## src/rtl/core_peripheral_responder_pkg.sv

```systemverilog
// core_periph_pkg: shared command codes, widths and TX state type for the peripheral responder
package core_periph_pkg;
  localparam int CMD_WIDTH = 2;
  typedef enum logic [CMD_WIDTH-1:0] {CMD_REPORT = 2'd0, CMD_DATA = 2'd1, CMD_CTRL = 2'd2} cmd_t;
  typedef enum logic [1:0] {IDLE, SEND, GAP} tx_state_t;
endpackage

```

## src/rtl/core_peripheral_responder_if.sv

```systemverilog
// core_peripheral_responder_if: core-side pulse bus plus host-side RX/TX handshakes
interface core_peripheral_responder_if #(parameter int DATA_WIDTH = 32);
  import core_periph_pkg::*;
  logic [CMD_WIDTH-1:0]  to_peripheral;
  logic [DATA_WIDTH-1:0] to_peripheral_data;
  logic                  to_peripheral_valid;
  logic [CMD_WIDTH-1:0]  from_peripheral;
  logic [DATA_WIDTH-1:0] from_peripheral_data;
  logic                  from_peripheral_valid;
  logic [CMD_WIDTH-1:0]  host_rx_cmd;
  logic [DATA_WIDTH-1:0] host_rx_data;
  logic                  host_rx_valid;
  logic                  host_rx_ready;
  logic [CMD_WIDTH-1:0]  host_tx_cmd;
  logic [DATA_WIDTH-1:0] host_tx_data;
  logic                  host_tx_valid;
  logic                  host_tx_ready;
  modport slave (
    input  to_peripheral, to_peripheral_data, to_peripheral_valid, host_rx_ready,
           host_tx_cmd, host_tx_data, host_tx_valid,
    output from_peripheral, from_peripheral_data, from_peripheral_valid,
           host_rx_cmd, host_rx_data, host_rx_valid, host_tx_ready
  );
  modport master (
    output to_peripheral, to_peripheral_data, to_peripheral_valid, host_rx_ready,
           host_tx_cmd, host_tx_data, host_tx_valid,
    input  from_peripheral, from_peripheral_data, from_peripheral_valid,
           host_rx_cmd, host_rx_data, host_rx_valid, host_tx_ready
  );
endinterface

```

## src/rtl/core_peripheral_responder_fifo.sv

```systemverilog
// periph_sync_fifo: first-word-fall-through FIFO with occupancy, accepts a push when full if a pop happens alongside
module periph_sync_fifo #(
  parameter int WIDTH = 34,
  parameter int DEPTH = 8
) (
  input  logic                     clock,
  input  logic                     reset,
  input  logic                     push,
  input  logic [WIDTH-1:0]         wdata,
  input  logic                     pop,
  output logic [WIDTH-1:0]         rdata,
  output logic [$clog2(DEPTH):0]   count,
  output logic                     full,
  output logic                     empty
);
  localparam int AW = $clog2(DEPTH);
  logic [WIDTH-1:0] mem [DEPTH];
  logic [AW:0] wptr, rptr;
  logic do_push, do_pop;
  assign count   = wptr - rptr;
  assign full    = count == (AW+1)'(DEPTH);
  assign empty   = count == '0;
  assign rdata   = mem[rptr[AW-1:0]];
  assign do_pop  = pop & ~empty;
  assign do_push = push & (~full | do_pop);
  always_ff @(posedge clock or negedge reset) begin
    if (!reset) begin
      wptr <= '0;
      rptr <= '0;
    end else begin
      if (do_push) wptr <= wptr + 1'b1;
      if (do_pop) rptr <= rptr + 1'b1;
    end
  end
  // Full+pop writes into the slot being vacated; the read is combinational so it sees the old entry
  always_ff @(posedge clock) begin
    if (do_push) mem[wptr[AW-1:0]] <= wdata;
  end
endmodule

```

## src/rtl/core_peripheral_responder.sv

```systemverilog
// core_peripheral_responder: core pulse capture into RX FIFO for the host, and host commands replayed as core pulses
// RESP_TIMESTAMP_EN adds a free-running cycle stamp to each RX entry and the host_rx_timestamp port.
module core_peripheral_responder
  import core_periph_pkg::*;
#(
  parameter int DATA_WIDTH = 32,
  parameter int FIFO_DEPTH = 8,
  parameter int TX_GAP     = 1,
  parameter int OVF_WIDTH  = 8
) (
  input  logic                          clock,
  input  logic                          reset,
  core_peripheral_responder_if.slave    bus,
  output logic [$clog2(FIFO_DEPTH):0]   rx_count,
  output logic [OVF_WIDTH-1:0]          overflow_count
`ifdef RESP_TIMESTAMP_EN
  , output logic [31:0]                 host_rx_timestamp
`endif
);
`ifdef RESP_TIMESTAMP_EN
  localparam int EW = CMD_WIDTH + DATA_WIDTH + 32;
`else
  localparam int EW = CMD_WIDTH + DATA_WIDTH;
`endif
  localparam logic [3:0] GAP_LAST = 4'(TX_GAP - 1);
  logic [EW-1:0] wdata, rdata;
  logic full, empty, drop, accept;
  tx_state_t state, state_nx;
  logic [3:0] gap_cnt;
`ifdef RESP_TIMESTAMP_EN
  logic [31:0] cycle;
  always_ff @(posedge clock or negedge reset) begin
    if (!reset) cycle <= '0;
    else cycle <= cycle + 1'b1;
  end
  assign wdata = {bus.to_peripheral, bus.to_peripheral_data, cycle};
  assign {bus.host_rx_cmd, bus.host_rx_data, host_rx_timestamp} = rdata;
`else
  assign wdata = {bus.to_peripheral, bus.to_peripheral_data};
  assign {bus.host_rx_cmd, bus.host_rx_data} = rdata;
`endif
  periph_sync_fifo #(.WIDTH(EW), .DEPTH(FIFO_DEPTH)) u_fifo (
    .clock, .reset,
    .push(bus.to_peripheral_valid), .wdata,
    .pop(bus.host_rx_ready), .rdata,
    .count(rx_count), .full, .empty
  );
  assign bus.host_rx_valid = ~empty;
  assign drop = bus.to_peripheral_valid & full & ~bus.host_rx_ready;
  always_ff @(posedge clock or negedge reset) begin
    if (!reset) overflow_count <= '0;
    else if (drop && !(&overflow_count)) overflow_count <= overflow_count + 1'b1;
  end
  always_ff @(posedge clock or negedge reset) begin
    if (!reset) begin
      state                    <= IDLE;
      gap_cnt                  <= '0;
      bus.from_peripheral      <= CMD_REPORT;
      bus.from_peripheral_data <= '0;
    end else begin
      state   <= state_nx;
      gap_cnt <= state == GAP ? gap_cnt + 1'b1 : '0;
      if (accept) begin
        bus.from_peripheral      <= bus.host_tx_cmd;
        bus.from_peripheral_data <= bus.host_tx_data;
      end
    end
  end
  always_comb begin
    accept                    = state == IDLE && bus.host_tx_valid;
    bus.host_tx_ready         = state == IDLE;
    bus.from_peripheral_valid = state == SEND;
    state_nx = accept ? SEND :
               state == SEND ? (TX_GAP > 0 ? GAP : IDLE) :
               (state == GAP && gap_cnt == GAP_LAST) ? IDLE : state;
  end
endmodule

```

## src/flat_wrapper.sv

```systemverilog
// flat-port wrapper written by rule: the top's interface ports become plain ports
module core_peripheral_responder_flat import core_periph_pkg::*;
#(
  parameter int DATA_WIDTH = 32,
  parameter int FIFO_DEPTH = 8,
  parameter int TX_GAP     = 1,
  parameter int OVF_WIDTH  = 8
)
  (clock, reset, rx_count, overflow_count, bus_to_peripheral, bus_to_peripheral_data, bus_to_peripheral_valid, bus_host_rx_ready, bus_host_tx_cmd, bus_host_tx_data, bus_host_tx_valid, bus_from_peripheral, bus_from_peripheral_data, bus_from_peripheral_valid, bus_host_rx_cmd, bus_host_rx_data, bus_host_rx_valid, bus_host_tx_ready);
  core_peripheral_responder_if #(.DATA_WIDTH(DATA_WIDTH)) bus_i ();
  input  logic clock;
  input  logic reset;
  output logic [$clog2(FIFO_DEPTH):0] rx_count;
  output logic [OVF_WIDTH-1:0] overflow_count;
  input wire logic [$bits(bus_i.to_peripheral)-1:0] bus_to_peripheral;
  input wire logic [$bits(bus_i.to_peripheral_data)-1:0] bus_to_peripheral_data;
  input wire logic [$bits(bus_i.to_peripheral_valid)-1:0] bus_to_peripheral_valid;
  input wire logic [$bits(bus_i.host_rx_ready)-1:0] bus_host_rx_ready;
  input wire logic [$bits(bus_i.host_tx_cmd)-1:0] bus_host_tx_cmd;
  input wire logic [$bits(bus_i.host_tx_data)-1:0] bus_host_tx_data;
  input wire logic [$bits(bus_i.host_tx_valid)-1:0] bus_host_tx_valid;
  output wire logic [$bits(bus_i.from_peripheral)-1:0] bus_from_peripheral;
  output wire logic [$bits(bus_i.from_peripheral_data)-1:0] bus_from_peripheral_data;
  output wire logic [$bits(bus_i.from_peripheral_valid)-1:0] bus_from_peripheral_valid;
  output wire logic [$bits(bus_i.host_rx_cmd)-1:0] bus_host_rx_cmd;
  output wire logic [$bits(bus_i.host_rx_data)-1:0] bus_host_rx_data;
  output wire logic [$bits(bus_i.host_rx_valid)-1:0] bus_host_rx_valid;
  output wire logic [$bits(bus_i.host_tx_ready)-1:0] bus_host_tx_ready;
  assign bus_i.to_peripheral = bus_to_peripheral;
  assign bus_i.to_peripheral_data = bus_to_peripheral_data;
  assign bus_i.to_peripheral_valid = bus_to_peripheral_valid;
  assign bus_i.host_rx_ready = bus_host_rx_ready;
  assign bus_i.host_tx_cmd = bus_host_tx_cmd;
  assign bus_i.host_tx_data = bus_host_tx_data;
  assign bus_i.host_tx_valid = bus_host_tx_valid;
  assign bus_from_peripheral = bus_i.from_peripheral;
  assign bus_from_peripheral_data = bus_i.from_peripheral_data;
  assign bus_from_peripheral_valid = bus_i.from_peripheral_valid;
  assign bus_host_rx_cmd = bus_i.host_rx_cmd;
  assign bus_host_rx_data = bus_i.host_rx_data;
  assign bus_host_rx_valid = bus_i.host_rx_valid;
  assign bus_host_tx_ready = bus_i.host_tx_ready;
  core_peripheral_responder #(.DATA_WIDTH(DATA_WIDTH), .FIFO_DEPTH(FIFO_DEPTH), .TX_GAP(TX_GAP), .OVF_WIDTH(OVF_WIDTH)) u_core (.clock(clock), .reset(reset), .bus(bus_i), .rx_count(rx_count), .overflow_count(overflow_count));
endmodule
```

## config.mk

```make
export PLATFORM = sky130hd
export DESIGN_NAME = core_peripheral_responder_flat
export DESIGN_NICKNAME = d
export VERILOG_FILES = /design/src/rtl/core_peripheral_responder_pkg.sv /design/src/rtl/core_peripheral_responder_if.sv /design/src/rtl/core_peripheral_responder_fifo.sv /design/src/rtl/core_peripheral_responder.sv /design/src/flat_wrapper.sv
export SDC_FILE = /design/constraint.sdc
export NUM_CORES = 1
export LEC_CHECK = 0
export ABC_AREA = 1
export ABC_CLOCK_PERIOD_IN_PS = 7000
export CAP_MARGIN = 30
export CORE_ASPECT_RATIO = 1.1
export CORE_MARGIN = 1.5
export CORE_UTILIZATION = 60
export CTS_BUF_LIST = sky130_fd_sc_hd__clkbuf_4 sky130_fd_sc_hd__clkbuf_8 sky130_fd_sc_hd__clkbuf_16
export DETAILED_ROUTE_END_ITERATION = 8
export GPL_TIMING_DRIVEN = 0
export PLACE_DENSITY = 0.85
export SLEW_MARGIN = 20
export SYNTH_ARGS = -nofsm -noshare
export SYNTH_HDL_FRONTEND = slang
export SYNTH_SLANG_ARGS = --single-unit
export TNS_END_PERCENT = 1
```

## constraint.sdc

```tcl
create_clock -name clock -period 7 [get_ports clock]
set_input_delay 1.4 -clock clock [delete_from_list [all_inputs] [get_ports clock]]
set_output_delay 1.4 -clock clock [all_outputs]
set_load 0.01 [all_outputs]
```

==> results_dict.tcl, run 1 <==
set metrics [dict create \
    status "complete, no violations" \
    wirelength_um 33420 \
    min_period_over_period 0.7089 \
    path_class "flip-flop to output port" \
    ant_nets 0 \
    crit_buf_inv 4 \
    synth_top_cell_area_share 0.6189 \
    final_cell_count_no_fill 1571 \
    dpl-instance-area_um2 15370 \
    synth.largest_area_cell "edfxtp_1" \
    drv_slew 0 \
    tightest_slew_ns 0.7539 \
    cpLargestDelayFamily "buffers and inverters" \
    nets 1342 \
    cts_tree "built" \
    first_pass_iters 5 \
    fin_tns_setup_ns 0 \
    required_ns 5.60 \
    fmax_mhz 201.5 \
    synth_nets 1146 \
    vias 9362 \
    setup_viol 0 \
    cts_made_buffers 31 \
    cp_slowest_stage_delay_ns 0.54 \
    grt_use_total 0.2929 \
    layout-drive-gt1-share 0.1102 \
    htree_levels 1 \
    grt_pass1_wl_um 50430 \
    clk_latency_ns 0.55 \
    leakagePower_nw 6.013 \
    ctsResizeCount 0 \
    yosysWarnings 0 \
    period_minus_slack_ns 4.962 \
    synthTopCellsByArea "edfxtp_1 62%, dfrtp_1 11%, nor2_1 5.4%, o21ai_0 5.0%, nand2_1 4.8%" \
    maxCapViolCount 0 \
    avgRoutedWirePerCell_um 21.27 \
    slew_headroom 0.4974 \
    chipHeight_um 158.5 \
    ios 156 \
    yosysUniqueCellTypes 29 \
    grt_pass1_vias 9561 \
    drtIter0Drc 1235 \
    cts.clk_slew.worst_paths_ns 0.07 \
    crit_fanout 10 \
    cts_buffer_depth 3 \
    die_w_um 144.4 \
    crit_path_end_kind "output port" \
    met2_length_um 17050 \
    finClkSkew_ns 0.01152 \
    gr-total-overflow 0 \
    synth-seq-cells 328 \
    crit_chain "buf_2 -> clkinv_1 -> clkbuf_1 -> ha_1 -> a21oi_1 -> nand2_1 -> nand2_1 -> nand2_2 -> nand2_1 -> clkdlybuf4s50_1" \
    final_cell_area_um2 16380 \
    hold_viol 0 \
    areaGrowthSynthToFinish_pct 24.10 \
    cts_root_buffer "clkbuf_16" \
    place_hpwl_um 20930 \
    final_common_cell "edfxtp_1" \
    fp-row-count 56 \
    yosysSeqAreaShare 0.7251 \
    final_cell_mix "272 x edfxtp_1, 181 x nor2_1, 169 x nand2_1" \
    cts_num_sinks 328 \
    cp-start-kind "flip-flop" \
    hold_ws_ns 0.4885 \
    met1_length_um 11890 \
    power_per_cell_area_nw_per_um2 445.4 \
    arrival_ns 3.56 \
    antenna_found_initial 0 \
    dieArea_um2 22890 \
    hold_path.class "flip-flop to flip-flop" \
    dp.cells 1517 \
    fp.coreArea_um2 21440 \
    slowest_stage "clkdlybuf4s50_1" \
    drc 0 \
    ctsHoldBuffers 0 \
    postSynthAreaPerCell_um2 12.40 \
    start_util 0.6155 \
    place.gp.congestion 0.7827 \
    viasPerCell 5.959 \
    portBuffers 155 \
    fin_util 0.7638 \
    route.met3.wl_um 3182 \
    ir_worst_vdd_mv 0.3061 \
    top_layer_used "met4" \
    cts_setup_buffers 0 \
    syn_inst 1064 \
    rsz0062_at_grt "no" \
    grt_max_degree 57 \
    crit_top_cell "nand2_1" \
    syn-cell-area_um2 13200 \
]
## flip-flops by register name, summed over array words and instances (netlist names)
name                             flops
u_core.gap_cnt                       4
u_core.overflow_count                8
u_core.bus.from_peripheral           2
u_core.u_fifo.wptr                   4
u_core.u_fifo.rptr                   4
u_core.u_fifo.mem                  272
u_core.bus.from_peripheral_data     32
u_core.state                         2
## Yosys cell counts, drive strengths merged
master / number
nand2: 171
nand3: 16
nand4: 11
mux2: 34
clkinv: 2
a21oi: 35
a31oi: 35
fa: 1
xnor2: 4
o21ai: 138
dfrtp: 56
nor2: 192
buf: 36
xor2: 6
ha: 8
inv: 25
edfxtp: 272
clkbuf: 22
## metrics by stage
step	worst slack [ns]	total power, mW
6_report	2.038	7.294
3_5_place_dp	2.727	5.576
2_1_floorplan	3.268	4.176
3_3_place_gp	1.456	5.384
5_1_grt	1.871	7.621
4_1_cts	2.052	7.273
## report_power, final
group          internal (mW)  switching (mW)
logic                   1.21            1.75
clock network          0.983           0.690
registers               2.51           0.154
total                   4.70            2.59
## area by class of cell
cell class / instances / area, um^2
Timing Repair Buffer: 163 / 1754
Multi-Input combinational cell: 651 / 3279
Sequential cell: 328 / 9569
Antenna cell: 1 / 2.502
Clock inverter: 14 / 165.2
Clock buffer: 39 / 835.8
Inverter: 27 / 101.3
Tap cell: 290 / 362.8
Buffer: 58 / 306.5
Fill cell: 1218 / 5064
## worst register-to-register path: stages (launching register included)
cell,delay [ns]
dfrtp_1,0.34
buf_2,0.26
clkinv_1,0.37
clkbuf_1,0.43
ha_1,0.45
a21oi_1,0.26
nand3_1,0.13
nand2_2,0.13
o21ai_2,0.09
buf_6,0.18
nor2_4,0.57
buf_16,0.25
## final timing paths
check | depth (start not counted) | startpoint | endpoint | slack (ns)
max | 10 | u_core.u_fifo.rptr[2] | bus_host_rx_valid | 2.04
min | 1 | u_core.gap_cnt[0] | u_core.gap_cnt[0] | 0.49
max reg2reg | 11 | u_core.u_fifo.rptr[2] | u_core.u_fifo.mem[2][16] | 3.23
min reg2reg | 1 | u_core.gap_cnt[0] | u_core.gap_cnt[0] | 0.49
max in group asynchronous | 1 | reset | u_core.bus.from_peripheral_data[10] | 5.61
min in group asynchronous | 1 | reset | u_core.bus.from_peripheral_data[22] | 0.91
## metal layers
metal  vias to the layer above  track usage
met4                         0       0.1520
met3                       117      0.05504
met2                       590       0.4974
met5                         -            0
met1                      4508       0.3594
li1                       4147            -
## cells by family (layout without fill, tap and decap cells)
kind of cell	after synthesis	count (layout)	synth area share
fa+ha+maj	9	9	0.009102
compound gates	208	208	0.08249
other cells	0	1	0
mux	34	34	0.02901
simple gates	390	390	0.1167
xor+xnor	10	10	0.006637
buf+inv	85	301	0.03091
flops	328	328	0.7251
Note: power is estimated with default switching activity, not from simulation.
==> run 2, diff against run 1 <==
- ABC_CLOCK_PERIOD_IN_PS: 7000 -> 4200
- CORE_UTILIZATION: 60 -> 50
- PLACE_DENSITY: 0.85 -> 0.75
- clock period: 7 -> 4.2 ns (I/O delays scaled with it)
==> run 2 against run 1 <==
  * Via count decreased by 4.1%
  * Sequential power up 66%
  * Worst setup slack worse by 1.9 ns
  * Die area is 20% higher
  * Sequential cell count is the same
  * Clock-buffer cell count is 5 higher
  * Clock power is 81% higher
==> results_dict.tcl, run 2 (synthesis gave the netlist of run 1 again) <==
set metrics [dict create \
    die_w_um 157.9 \
    final_common_cell "edfxtp_1" \
    slew_headroom 0.4914 \
    cts_setup_buffers 0 \
    drc 0 \
    period_minus_slack_ns 4.065 \
    chipHeight_um 173.4 \
    viasPerCell 5.462 \
    cts_tree "built" \
    ant_nets 0 \
    finClkSkew_ns 0.01113 \
    drv_slew 0 \
    rr_startpoint "u_core.u_fifo.rptr[1]" \
    wirelength_um 31610 \
    dieArea_um2 27380 \
    rsz0062_at_grt "no" \
    required_ns 3.36 \
    crit_fanout 11 \
    power_per_cell_area_nw_per_um2 740.4 \
    arrival_ns 3.22 \
    avgRoutedWirePerCell_um 19.23 \
    cts_root_buffer "clkbuf_16" \
    first_pass_iters 6 \
    final_cell_count_no_fill 1644 \
    grt_pass1_wl_um 48180 \
    gr-total-overflow 0 \
    fmax_mhz 246.0 \
    crit_path_end_kind "output port" \
    drtIter0Drc 763 \
    maxCapViolCount 0 \
    portBuffers 155 \
    grt_use_total 0.2331 \
    vias 8980 \
    fp-row-count 62 \
    cp-start-kind "flip-flop" \
    clk_latency_ns 0.51 \
    start_util 0.5063 \
    hold_path.class "primary input to asynchronous set/reset pin" \
    areaGrowthSynthToFinish_pct 26.15 \
    grt_max_degree 57 \
    place.gp.congestion 0.7684 \
    ir_worst_vdd_mv 0.5007 \
    nets 1347 \
    n_fill_cell 1918 \
    dp.cells 1581 \
    status "complete, no violations" \
    layout-drive-gt1-share 0.1162 \
    min_period_over_period 0.9678 \
    cts_num_sinks 328 \
    ios 156 \
    fp.coreArea_um2 26070 \
    rrSetupSlack_ns 0.67 \
    largest_register_ffs 272 \
    grt_pass1_vias 8944 \
    place_hpwl_um 20330 \
    p_total_mw 12.33 \
    leakagePower_nw 6.112 \
    hold_viol 0 \
    setup_viol 0 \
    path_class "flip-flop to output port" \
    htree_levels 2 \
    timing.rr.end "u_core.u_fifo.mem[2][9]" \
    final_cell_mix "272 x edfxtp_1, 181 x nor2_1, 169 x nand2_1" \
    r2r_cells 13 \
    tightest_slew_ns 0.7629 \
    hold_ws_ns 0.3864 \
    cts.clk_slew.worst_paths_ns 0.06 \
    cts_made_buffers 34 \
    antenna_found_initial 2 \
    cts_buffer_depth 3 \
]
[run 2: cell count changes in the layout (fill, tap and decap cells not counted)]
cell	delta
buf_12	+1
buf_16	+1
bufinv_16	-1
clkbuf_1	-1
clkbuf_16	+6
clkbuf_2	+1
clkbuf_4	-3
clkbuf_8	+2
clkinv_1	+3
clkinv_2	+3
clkinvlp_4	-1
[run 2: area by class of cell]
type                       instances  area, um^2  area share
sequential                       328        9569      0.5748
clock inverter                    18       152.6    0.009169
inverter                          27       102.6    0.006163
timing repair buffer             165        1802      0.1082
tap                              352       440.4     0.02646
clock buffer                      44       991.0     0.05953
multi-input combinational        651        3279      0.1970
buffer                            58       307.8     0.01849
antenna                            1       2.502   0.0001503
[run 2: timing repair]
| item | CTS | global route |
|---|---|---|
| hold endpoints to repair | 0 | 0 |
| resized for setup | 2 | 0 |
| hold buffers | 0 | 0 |
| endpoints found under the setup margin | 1 | 0 |
[run 2: how the worst max path moves through the flow]
stage / start / endpoint / slack, ns / cells after the start
after floorplan: u_core.u_fifo.rptr[1] / u_core.u_fifo.mem[0][0] / 0.47 / 11
after global placement: u_core.u_fifo.rptr[2] / u_core.u_fifo.mem[1][9] / -1.39 / 10
after detailed placement: u_core.u_fifo.rptr[2] / bus_host_rx_valid / 0.42 / 10
after CTS: u_core.u_fifo.rptr[1] / bus_host_rx_valid / 0.13 / 9
after global routing: u_core.u_fifo.rptr[2] / bus_host_rx_valid / 0.003 / 10
final: u_core.u_fifo.rptr[1] / bus_host_rx_valid / 0.14 / 9
[run 2: critical path, stage by stage, from the launching register on]
cell and delay (ns):
dfrtp_1 0.38, buf_2 0.19, clkinv_1 0.15, clkbuf_1 0.60, fa_1 0.56, nor2_1 0.14
nand3_2 0.09, inv_1 0.06, nand2_1 0.06, clkdlybuf4s50_1 0.49
[run 2: stage by stage]
| stage | TNS, ns | setup WS, ns | instance area [um^2] | utilization |
|---|---|---|---|---|
| floorplan | 0 | 0.4681 | 13200 | - |
| global placement | -361.15 | -1.387 | 15190 | 0.5827 |
| detailed placement | 0 | 0.4162 | 15500 | 0.5946 |
| CTS | 0 | 0.1346 | 16640 | 0.6386 |
| global route | 0 | 0.002858 | 16650 | 0.6387 |
| finish | 0 | 0.1354 | 16650 | 0.6387 |
[run 2: power by group]
part           switching, mW  internal [mW]  leakage [nW]
sequential             0.233           4.17          3.16
clock                   1.19           1.85         0.571
combinational           2.85           2.03          2.38
[run 2: layer usage]
metal	GRT usage	wire length (um)	vias up
li1	-	-	4165
met1	0.2881	11950	4271
met2	0.3856	15720	452
met3	0.05275	2803	90
met4	0.1140	1119	2
met5	0	13	-
==> run 3, diff against run 2 <==
- CORE_MARGIN: 1.5 -> default
==> run 3 against run 2 <==
  * Final cell count decreased by 0.24%
  * Wire length down 1.4%
  * Global-route usage is 0.28 points higher
  * Worst setup slack improved by 0.0066 ns
  * Critical path depth stayed put
  * Sequential share of layout area grew 0.24 points
  * Critical endpoint unchanged
==> results_dict.tcl, run 3 (synthesis gave the netlist of run 1 again) <==
set metrics [dict create \
    grt_use_total 0.2360 \
    power_frac_clock 0.243 \
    areaGrowthSynthToFinish_pct 25.63 \
    power_per_cell_area_nw_per_um2 735.9 \
    hold_path.class "primary input to asynchronous set/reset pin" \
    cts_tree "built" \
    setup_viol 0 \
    period_minus_slack_ns 4.058 \
    cts_setup_buffers 0 \
    cts_num_sinks 328 \
    portBuffers 155 \
    fmax_mhz 246.4 \
    power_switching_mw 4.234 \
    finClkSkew_ns 0.01972 \
    hold_viol 0 \
    chipHeight_um 172.4 \
    drtIter0Drc 889 \
    nets 1345 \
    avgRoutedWirePerCell_um 18.99 \
    ant_nets 0 \
    ctsHoldBuffers 0 \
    intPower_mw 7.966 \
    ir_worst_vdd_mv 0.4448 \
    die_w_um 156.9 \
    switching_share 0.3470 \
    required_ns 3.36 \
    min_period_over_period 0.9662 \
    rsz0062_at_grt "no" \
    htree_levels 2 \
    met3_usage 0.04211 \
    final_cell_count_no_fill 1640 \
    slew_headroom 0.4622 \
    maxCapViolCount 0 \
    drc 0 \
    start_util 0.5078 \
    leakagePower_nw 6.079 \
    place.gp.congestion 0.7721 \
    drv_slew 0 \
    grt_pass1_wl_um 47710 \
    fp-row-count 62 \
    first_pass_iters 5 \
    crit_path_end_kind "output port" \
    place_hpwl_um 20020 \
    p_total_mw 12.20 \
    cts_made_buffers 34 \
    cts.clk_slew.worst_paths_ns 0.06 \
    viasPerCell 5.470 \
    dieArea_um2 27050 \
    clk_latency_ns 0.52 \
    antenna_found_initial 1 \
    final_common_cell "edfxtp_1" \
    largest_register_ffs 272 \
    globalRoute.busiestLayer "met2" \
    ios 156 \
    wirelength_um 31150 \
    dp.cells 1580 \
    final_cell_mix "272 x edfxtp_1, 181 x nor2_1, 169 x nand2_1" \
    p_comb_frac 0.396 \
    cts_buffer_depth 3 \
    seqPwrFrac 0.361 \
    use_met1 0.2984 \
    grt_pass1_vias 8779 \
    arrival_ns 3.22 \
    fp.coreArea_um2 25990 \
    n_antenna_cell 0 \
    tightest_slew_ns 0.8048 \
    status "complete, no violations" \
    cp-start-kind "flip-flop" \
    crit_fanout 11 \
    n_fill_cell 1896 \
    use_met2 0.4066 \
    grt_max_degree 57 \
    cts_root_buffer "clkbuf_16" \
    path_class "flip-flop to output port" \
    gr-total-overflow 0 \
    vias 8970 \
    layout-drive-gt1-share 0.1180 \
]
## run 3: per-layer routing
metal | vias to the layer above | share of wire | wire length (um)
li1 | 4155 | - | -
met1 | 4322 | 0.40 | 12400
met2 | 427 | 0.50 | 15630
met3 | 64 | 0.079 | 2451
met4 | 2 | 0.021 | 650
met5 | - | 0.00042 | 13
## run 3: cell type report
| cell class | instances | area [um^2] | area share |
|---|---|---|---|
| sequential | 328 | 9569 | 0.5772 |
| multi-input combinational | 651 | 3279 | 0.1978 |
| timing repair buffer | 164 | 1774 | 0.1070 |
| clock buffer | 45 | 939.7 | 0.05668 |
| tap | 352 | 440.4 | 0.02657 |
| buffer | 57 | 302.8 | 0.01826 |
| clock inverter | 16 | 170.2 | 0.01026 |
| inverter | 27 | 102.6 | 0.006189 |
## run 3: path summary, 6_finish.rpt
kind / start / end / slack, ns / depth (start not counted)
worst max-delay path: u_core.u_fifo.rptr[1] / bus_host_rx_valid / 0.14 / 9
worst min register to register: u_core.gap_cnt[0] / u_core.gap_cnt[0] / 0.49 / 1
max in group asynchronous: reset / u_core.bus.from_peripheral_data[9] / 3.34 / 1
worst max register to register: u_core.u_fifo.rptr[1] / u_core.u_fifo.mem[1][17] / 0.68 / 12
worst min-delay path: reset / u_core.overflow_count[3] / 0.39 / 1
min in group clock: u_core.gap_cnt[0] / u_core.gap_cnt[0] / 0.49 / 1
## run 3: power by group through the flow
stage	clock network (mW)	logic (mW)	registers, mW
floorplan	0	2.43	4.53
global placement	0	4.57	4.48
detailed placement	0	4.82	4.47
CTS	2.99	4.85	4.41
global route	3.13	5.26	4.47
finish	2.96	4.83	4.41
## run 3: critical path: stages (launching register included)
cell	delay (ns)
dfrtp_1	0.38
buf_2	0.18
clkinv_1	0.15
clkbuf_1	0.59
fa_1	0.56
nor2_1	0.14
nand3_2	0.09
inv_1	0.06
nand2_1	0.06
clkdlybuf4s50_1	0.50
## run 3: repair_timing
| action | 4_1_cts | 5_1_grt |
|---|---|---|
| gates resized for setup | 2 | 0 |
| pin swaps | 0 | 0 |
| endpoints found under the setup margin | 2 | 1 |
| hold endpoints to repair | 0 | 0 |
## run 3: through the flow
step           utilization  setup TNS (ns)  setup WS (ns)  area, um^2  hold slack (ns)
3_3_place_gp        0.5844         -375.30         -1.435       15190           0.4751
2_1_floorplan            -               0         0.4681       13200           0.4520
6_report            0.6379               0         0.1420       16580           0.3877
3_5_place_dp        0.5953               0         0.4105       15470           0.4803
4_1_cts             0.6381               0         0.1400       16580           0.4033
5_1_grt             0.6379               0        0.02294       16580           0.4447
